==> src/rtl/fxp_pkg.sv <==
// Fixed-point format constants shared by the result packer and its
// round/saturate slices.
package fxp_pkg;

    localparam int Q512_W     = 17;
    localparam int Q512_FRAC  = 12;
    localparam int Q314_W     = 17;
    localparam int Q314_FRAC  = 14;
    localparam int Q612_W     = 18;
    localparam int Q612_FRAC  = 12;
    localparam int Q1024_W    = 34;
    localparam int Q1024_FRAC = 24;

    // add/sub gain fraction bits by a plain left shift; mul drops LSBs
    localparam int ADDSUB_SHIFT = Q314_FRAC - Q612_FRAC;
    localparam int MUL_DROP     = Q1024_FRAC - Q314_FRAC;

    localparam logic [Q314_W-1:0]  Q314_MAX = 17'h0FFFF;
    localparam logic [Q314_W-1:0]  Q314_MIN = 17'h10000;
    localparam logic [Q1024_W-1:0] MUL_RND  = 34'h200;

endpackage

==> src/rtl/fxp_round_sat.sv <==
// Round-half-up, drop DROP LSBs and clamp to a signed OUT_W result.
// The rounded value is registered (pipeline stage 1); the clamp and the
// saturation flag are combinational from that register.
module fxp_round_sat
    import fxp_pkg::*;
#(
    parameter int IN_W  = 20,
    parameter int DROP  = 0,
    parameter int OUT_W = Q314_W
) (
    input  logic             clk,
    input  logic             rst,
    input  logic             load,
    input  logic [IN_W-1:0]  din,
    output logic [OUT_W-1:0] dout,
    output logic             sat
);

    // Half an output LSB; zero when nothing is dropped. One guard bit keeps the add from wrapping.
    localparam logic signed [IN_W:0] RND    = ((IN_W+1)'(1) << DROP) >> 1;
    localparam logic signed [IN_W:0] SAT_HI = {{(IN_W+2-OUT_W){1'b0}}, {(OUT_W-1){1'b1}}};
    localparam logic signed [IN_W:0] SAT_LO = {{(IN_W+2-OUT_W){1'b1}}, {(OUT_W-1){1'b0}}};

    logic signed [IN_W:0] sum;
    logic signed [IN_W:0] rnd_q;

    // Sign-extend by one bit and add the rounding constant
    always_comb begin
        sum = $signed({din[IN_W-1], din}) + RND;
    end

    // Stage 1: hold the rounded, LSB-dropped value
    always_ff @(posedge clk) begin
        if (rst) begin
            rnd_q <= '0;
        end else if (load) begin
            rnd_q <= sum >>> DROP;
        end
    end

    // Clamp to the signed output range; exact extremes pass unflagged
    always_comb begin
        dout = rnd_q[OUT_W-1:0];
        sat  = 1'b0;
        if (rnd_q > SAT_HI) begin
            dout = SAT_HI[OUT_W-1:0];
            sat  = 1'b1;
        end else if (rnd_q < SAT_LO) begin
            dout = SAT_LO[OUT_W-1:0];
            sat  = 1'b1;
        end
    end

endmodule

==> src/rtl/fxp_q512_result_packer.sv <==
// Return path of the fixed-point datapath: converts one beat of
// add/sub (Q6.12) and mul (Q10.24) results to saturated Q3.14 through a
// two-stage valid/ready pipeline.
// Build option: FXP_SAT_COUNT_EN adds the saturation-event counter on
// sat_cnt; without it sat_cnt reads 0 and cnt_clr is ignored.
module fxp_q512_result_packer
    import fxp_pkg::*;
#(
    parameter int CNT_W = 16
) (
    input  logic               clk,
    input  logic               rst,
    input  logic               in_valid,
    output logic               in_ready,
    input  logic [Q612_W-1:0]  in_add,
    input  logic [Q612_W-1:0]  in_sub,
    input  logic [Q1024_W-1:0] in_mul,
    output logic               out_valid,
    input  logic               out_ready,
    output logic [Q314_W-1:0]  out_add,
    output logic [Q314_W-1:0]  out_sub,
    output logic [Q314_W-1:0]  out_mul,
    output logic [2:0]         out_sat,
    output logic [CNT_W-1:0]   sat_cnt,
    input  logic               cnt_clr
);

    localparam int ADDSUB_W = Q612_W + ADDSUB_SHIFT;

    logic                s1_valid;
    logic                s1_load;
    logic                s1_advance;
    logic                s2_load;
    logic [ADDSUB_W-1:0] add_sh;
    logic [ADDSUB_W-1:0] sub_sh;
    logic [Q314_W-1:0]   add_val, sub_val, mul_val;
    logic                add_sat, sub_sat, mul_sat;

    assign s2_load    = !out_valid || out_ready;
    assign s1_advance = s1_valid && s2_load;
    assign in_ready   = !s1_valid || s1_advance;
    assign s1_load    = in_valid && in_ready;

    assign add_sh = {in_add, {ADDSUB_SHIFT{1'b0}}};
    assign sub_sh = {in_sub, {ADDSUB_SHIFT{1'b0}}};

    fxp_round_sat #(.IN_W(ADDSUB_W), .DROP(0), .OUT_W(Q314_W)) u_add (
        .clk(clk), .rst(rst), .load(s1_load), .din(add_sh), .dout(add_val), .sat(add_sat)
    );

    fxp_round_sat #(.IN_W(ADDSUB_W), .DROP(0), .OUT_W(Q314_W)) u_sub (
        .clk(clk), .rst(rst), .load(s1_load), .din(sub_sh), .dout(sub_val), .sat(sub_sat)
    );

    fxp_round_sat #(.IN_W(Q1024_W), .DROP(MUL_DROP), .OUT_W(Q314_W)) u_mul (
        .clk(clk), .rst(rst), .load(s1_load), .din(in_mul), .dout(mul_val), .sat(mul_sat)
    );

    // Stage 1 occupancy: filled on input transfer, emptied when it moves to stage 2
    always_ff @(posedge clk) begin
        if (rst) begin
            s1_valid <= 1'b0;
        end else if (s1_load) begin
            s1_valid <= 1'b1;
        end else if (s1_advance) begin
            s1_valid <= 1'b0;
        end
    end

    // Stage 2: registered saturated results; held while downstream stalls
    always_ff @(posedge clk) begin
        if (rst) begin
            out_valid <= 1'b0;
            out_add   <= '0;
            out_sub   <= '0;
            out_mul   <= '0;
            out_sat   <= '0;
        end else if (s2_load) begin
            out_valid <= s1_valid;
            if (s1_valid) begin
                out_add <= add_val;
                out_sub <= sub_val;
                out_mul <= mul_val;
                out_sat <= {mul_sat, sub_sat, add_sat};
            end
        end
    end

`ifdef FXP_SAT_COUNT_EN
    // Count delivered beats that saturated any channel; sticks at all-ones, clear wins
    always_ff @(posedge clk) begin
        if (rst || cnt_clr) begin
            sat_cnt <= '0;
        end else if (out_valid && out_ready && (|out_sat) && !(&sat_cnt)) begin
            sat_cnt <= sat_cnt + CNT_W'(1);
        end
    end
`else
    logic unused_cnt_clr;
    assign unused_cnt_clr = cnt_clr;
    assign sat_cnt        = '0;
`endif

endmodule

==> config.mk <==
export PLATFORM = sky130hd
export DESIGN_NAME = fxp_q512_result_packer
export DESIGN_NICKNAME = d
export VERILOG_FILES = /design/src/rtl/fxp_pkg.sv /design/src/rtl/fxp_round_sat.sv /design/src/rtl/fxp_q512_result_packer.sv
export SDC_FILE = /design/constraint.sdc
export NUM_CORES = 1
export LEC_CHECK = 0
export CAP_MARGIN = 20
export CORE_UTILIZATION = 42
export CTS_CLUSTER_DIAMETER = 200
export DETAILED_ROUTE_END_ITERATION = 16
export GPL_TIMING_DRIVEN = 0
export PLACE_DENSITY = 0.76
export REMOVE_ABC_BUFFERS = 1
export SETUP_SLACK_MARGIN = 0.4
export SYNTH_ARGS = -nofsm -noshare
export SYNTH_HDL_FRONTEND = slang
export SYNTH_SLANG_ARGS = --single-unit
==> constraint.sdc <==
create_clock -name clk -period 1.8 [get_ports clk]
set_clock_uncertainty 0.15 [all_clocks]
set_input_delay 0.36 -clock clk [delete_from_list [all_inputs] [get_ports clk]]
set_output_delay 0.36 -clock clk [all_outputs]
set_load 0.05 [all_outputs]
# Word level (Yosys, flattened, before mapping)
# Cells that the tools add are included.
# W data, S select, Z words.
[word_totals] register_bits=117 in_bits=75 out_inout_bits=72 elab_cells=38
[op_classes] addsub=1 order_cmp=6 n_mux=14 n_reduce_logical=8
[op_table] operator="$mux W17" n=6
[op_table] operator="$gt A20 B17 Y1 const B" n=2
[op_table] operator="$lt A20 B17 Y1 const B" n=2
[op_table] operator="$add A34 B11 Y35 const B" n=1
[op_table] operator="$gt A25 B17 Y1 const B" n=1
[op_table] operator="$lt A25 B17 Y1 const B" n=1
[op_table] operator="$mux W1" n=8
[op_table] operator="$logic_and A1 B1 Y1" n=2
[op_table] operator="$logic_not A1 Y1" n=2
[op_table] operator="$logic_or A1 B1 Y1" n=2
[op_table] operator="$reduce_and A2 Y1" n=1
[op_table] operator="$reduce_bool A2 Y1" n=1

# Depth between registers and ports, before layout
[logic_depth] word_depth=6 depth_mapped=6 mapped_depth_nobuf=5

# Modules after synthesis
# Synthesis repeated with hierarchy kept, for this count alone.
[unflattened] hier_cells=702 hier_area_um2=6466.2
[by_module_without_submodules] module="fxp_q512_result_packer" instances=1 cells_per_inst=261 area_each_um2=2680.1 seq_area_each_um2=1121.1
[by_module_without_submodules] module="fxp_round_sat (u_add ...)" instances=2 cells_per_inst=128 area_each_um2=1124.8 seq_area_each_um2=400.4
[by_module_without_submodules] module="fxp_round_sat (u_mul)" instances=1 cells_per_inst=185 area_each_um2=1536.5 seq_area_each_um2=500.5

# Least setup slack after synthesis
# No wires, ideal clock.
[synth_path] path_kind="flip-flop to flip-flop" startpoint="register out_valid" endpoint="register u_mul.rnd_q[14]" setup_time_ns=0.091 t_arrival_ns=2.128 required_time_ns=1.559 path_slack_ns=-0.569 stages_incl_launch_ff=6 n_path_buf=2 period_less_slack_ns=2.369 cell_sequence="dfxtp_1 > nand3b_1 > and2_1 > clkbuf_1 > clkbuf_1 > a311oi_1"
[synth_between] elab_chain_len=5
[synth_lines] element="from (decl)" line="fxp_q512_result_packer.sv:18" text="output logic out_valid,"
[synth_lines] element="from (signal assigned)" line="fxp_q512_result_packer.sv:79" text="out_valid <= s1_valid;"
[synth_lines] element="$logic_not A1 Y1" line="fxp_q512_result_packer.sv:39" text="assign s2_load = !out_valid || out_ready;"
[synth_lines] element="$logic_or A1 B1 Y1" line="fxp_q512_result_packer.sv:39"
[synth_lines] element="$logic_and A1 B1 Y1" line="fxp_q512_result_packer.sv:40" text="assign s1_advance = s1_valid && s2_load;"
[synth_lines] element="$logic_or A1 B1 Y1" line="fxp_q512_result_packer.sv:41" text="assign in_ready = !s1_valid || s1_advance;"
[synth_lines] element="via in_ready" line="fxp_q512_result_packer.sv:14" text="output logic in_ready,"
[synth_lines] element="$logic_and A1 B1 Y1" line="fxp_q512_result_packer.sv:42" text="assign s1_load = in_valid && in_ready;"
[synth_lines] element="to (signal assigned)" line="fxp_round_sat.sv:37" text="rnd_q <= sum >>> DROP;"
[synth_lines] element="to (decl)" line="fxp_round_sat.sv:25" text="logic signed [IN_W:0] rnd_q;"
# The timed path passes the listed nets, and every way through them passes these cells.
# A chain may end at the register's enable or synchronous reset.

# Worst setup path in the final report
[layout_path] startpoint="input in_mul[22]" endpoint="register u_mul.rnd_q[17]"
[layout_between] elab_chain_len=1
[layout_lines] element="from (decl)" line="fxp_q512_result_packer.sv:17" text="input logic [Q1024_W-1:0] in_mul,"
[layout_lines] element="$add A34 B11 Y35" line="fxp_round_sat.sv:29" text="sum = $signed({din[IN_W-1], din}) + RND;"
# No other way between the ends.

==> impl_metrics.py <==
metrics = {
    "detailed_routing": {
        "drt_first_iter_violations": 235,
        "wirelength_um": 17100,
        "firstDrtPassIters": 7,
        "routed-via-count": 5233,
        "drc_errors": 0,
        "routedWlPerCell_um": 18.3,
        "drtAntennaViolNets": 0,
        "vias_per_cell": 5.61,
    },
    "clocking": {
        "tritoncts": "yes",
        "clock-sinks": 115,
        "cts_buffer_depth": 2,
        "hold_buffers": 0,
        "numCtsBuffers": 17,
        "clockRootBuffer": "clkbuf_16",
        "clk_pin_slew_ns": 0.06,
        "insertion_delay_ns": 0.41,
        "cts_htree_levels": 4,
    },
    "hold_path": {
        "hp-class": "in -> reg",
        "hold-path-cell-count": 3,
    },
    "die": {
        "core_area_um2": 11000,
        "start_util_pct": 43.7,
        "die-area_um2": 11900,
        "die_height_um": 109,
        "die_x_um": 109,
        "ioPinCount": 147,
        "rows": 38,
    },
    "placement": {
        "place_area_um2": 6070,
        "dp.cells": 810,
        "gp_congestion": 0.789,
        "io_buffer_count": 120,
        "dp_hpwl_um": 7810,
    },
    "worst_setup_path": {
        "r2r_start": "u_mul.rnd_q[23]$_SDFFE_PP0P_",
        "critPathLaunch": "in_mul[22]",
        "reg2reg_slack_ns": 0.17,
        "r2r_cells": 5,
        "critPathMaxStageDelay_ns": 0.59,
        "worstSetupStartpointType": "primary input",
        "cp_num_cells": 5,
        "end_kind": "register",
        "path_buf_inv": 1,
        "cp_top_family": "simple AND/OR/NAND/NOR gates",
        "worstPathMaxFanout": 6,
        "r2r-end": "out_mul[14]$_SDFFE_PP0P_",
        "path_class": "in -> reg",
        "cpMaxStageDelayCell": "or4_1",
        "setup.worst_path.end": "u_mul.rnd_q[17]$_SDFFE_PP0P_",
        "required_ns": 1.96,
        "crit_chain": "buf_6 -> and4_4 -> nand4_1 -> or4_1 -> a311oi_1",
        "cp.arrival_ns": 1.79,
    },
    "pwr": {
        "ir_drop_uv": 658,
        "leakagePower_nw": 3.48,
        "p_per_area_nw_per_um2": 878,
    },
    "timing": {
        "drv_slew": 0,
        "fmax_mhz": 615,
        "setup_violations": 0,
        "grt_setup_unrepaired": "true",
        "setup_tns_ns": 0,
        "finalHoldViolCount": 0,
        "period_share_pct": 90.4,
        "layout_min_cycle_time_ns": 1.63,
    },
    "yosys": {
        "syn_area_per_cell_um2": 8.13,
        "synth_top_area_cell": "dfxtp_1",
        "ys_ff_latch": 115,
        "syn-instance-count": 593,
        "yosysWarnings": 0,
        "synth_cell_types": 34,
        "syn_area_um2": 4820,
        "seq_area_frac_synth_pct": 47.8,
        "ys_top_cells_by_area": "dfxtp_1 48%, nand2_1 11%, a21oi_1 7.7%, a211oi_1 4.7%, o211ai_1 4.4%",
        "synth_top_area_share_pct": 47.8,
    },
    "finish": {
        "num-fill-cells": 661,
        "drive_gt1_share_pct": 49.0,
        "nets": 855,
        "syn2layout_area_growth_pct": 81.1,
        "multi_input_area_um2": 2940,
        "fin_cells": 932,
        "fin_util_pct": 79.1,
        "finalInstanceArea_um2": 8730,
        "antenna_cells": 0,
        "final-seq-area_um2": 2390,
    },
    "global_routing": {
        "gr-total-overflow": 0,
        "grt_pass1_wl_um": 23800,
        "grtUsageTotal_pct": 26.2,
        "antenna_found_initial": 0,
        "grt_max_degree": 92,
        "grt_pass1_vias": 4950,
    },
    "run_status": {
        "status": "finished, final reports clean",
    },
    "flow_run": {
        "cap_viol_max_count": 0,
    },
}
[worst min path at each step]
| stage | startpoint | to |
|---|---|---|
| final | in_mul[20] | u_mul.rnd_q[10]$_SDFFE_PP0P_ |
| after CTS | in_mul[20] | u_mul.rnd_q[10]$_SDFFE_PP0P_ |
| after global placement | out_add[14]$_SDFFE_PP0P_ | out_add[14]$_SDFFE_PP0P_ |
| after global routing | in_mul[20] | u_mul.rnd_q[10]$_SDFFE_PP0P_ |
| after floorplan | rst | out_add[10]$_SDFFE_PP0P_ |
| after detailed placement | out_sub[14]$_SDFFE_PP0P_ | out_sub[14]$_SDFFE_PP0P_ |
[synth_stat cells, drive strengths merged]
| cell type | count |
|---|---|
| nand2 | 139 |
| nor2 | 45 |
| nor3b | 2 |
| buf | 21 |
| o21ai | 4 |
| nand3b | 2 |
| a21oi | 74 |
| o311ai | 1 |
| o211ai | 28 |
| clkbuf | 42 |
| a211oi | 30 |
| a311oi | 9 |
| xor2 | 9 |
| xnor2 | 4 |
| nor4 | 4 |
| inv | 4 |
| a2111o | 1 |
| nand3 | 10 |
| conb | 1 |
| nand2b | 1 |
| or4 | 6 |
| nor3 | 5 |
| ha | 1 |
| nand4 | 14 |
| and2 | 6 |
| o31ai | 6 |
| dfxtp | 115 |
| and4 | 6 |
| or3 | 3 |
[where the power goes]
| part | switching, mW | internal [mW] |
|---|---|---|
| Sequential | 0.156 | 2.73 |
| Clock | 1.15 | 1.92 |
| Combinational | 0.928 | 0.782 |
| Total | 2.24 | 5.43 |
[cell type report]
| cell class | instances | area share [%] |
|---|---|---|
| clock buffers | 22 | 5.20 |
| clock inverters | 10 | 0.960 |
| inverters | 4 | 0.172 |
| multi-input cells | 431 | 33.7 |
| flip-flops and latches | 115 | 27.4 |
| well taps | 140 | 2.01 |
| repair buffers | 210 | 30.5 |
[metal layers]
| metal | wire [um] | vias to the layer above | global-route usage, % |
|---|---|---|---|
| met3 | 859 | 41 | 4.60 |
| met2 | 9460 | 215 | 48.4 |
| met1 | 6270 | 2538 | 28.6 |
| li1 | - | 2439 | - |
| met4 | 474 | 0 | 12.5 |
| met5 | 0 | - | 0 |
[state kept, by name, indices dropped and copies added (netlist names)]
name and count:
out_add 16, out_mul 17, out_sat 3, out_sub 16, out_valid 1, s1_valid 1
u_add.rnd_q 18, u_mul.rnd_q 25, u_sub.rnd_q 18
[through the flow]
step	setup slack, ns	power, mW	hold WS, ns
4_1_cts	0.217	7.43	0.102
5_1_grt	0.122	7.92	0.130
6_report	0.173	7.67	0.109
3_5_place_dp	-1.16	3.99	0.296
2_1_floorplan	-1.48	3.50	0.279
3_3_place_gp	-2.48	3.95	0.289
[tightest hold or removal path, cell delays in order]
cell and delay (ns):
buf_6 0.08, xnor2_1 0.11, a211oi_1 0.06
[timing repair]
action | 4_1_cts | 5_1_grt
setup buffers | 54 | 18
pin swaps | 71 | 43
gates resized for setup | 697 | 112
cloned | 13 | 5
endpoints found under the setup margin | 169 | 168
[placed cells by master, fill, tap and decap left out, drive strengths merged, types with 3 or more instances in the layout]
cell and count:
nand4 14, buf 161, and4 6, a211oi 30
xnor2 4, nor4 4, xor2 9, a311oi 9
and2 10, or3 3, clkinv 6, dlygate4sd2 4
dfxtp 115, nand2 140, o31ai 6, o21ai 4
conb 16, inv 5, o211ai 28, nand3 10
nor2 45, clkdlybuf4s50 37, or4 6, nor3 5
a21oi 74, clkbuf 28
[cells by family (layout without fill, tap and decap cells)]
family / count (synthesis) / after routing / share of synthesized area, %
AO/OA/AOI/OAI: 153 / 153 / 20.1
XOR/XNOR: 13 / 13 / 2.36
adder cells (fa/ha/maj): 1 / 1 / 0.260
buffers and inverters: 67 / 246 / 6.88
flip-flops: 115 / 115 / 47.8
other: 1 / 16 / 0.0778
AND/OR/NAND/NOR: 243 / 248 / 22.5
No activity file was read; power rests on OpenSTA's default activity.
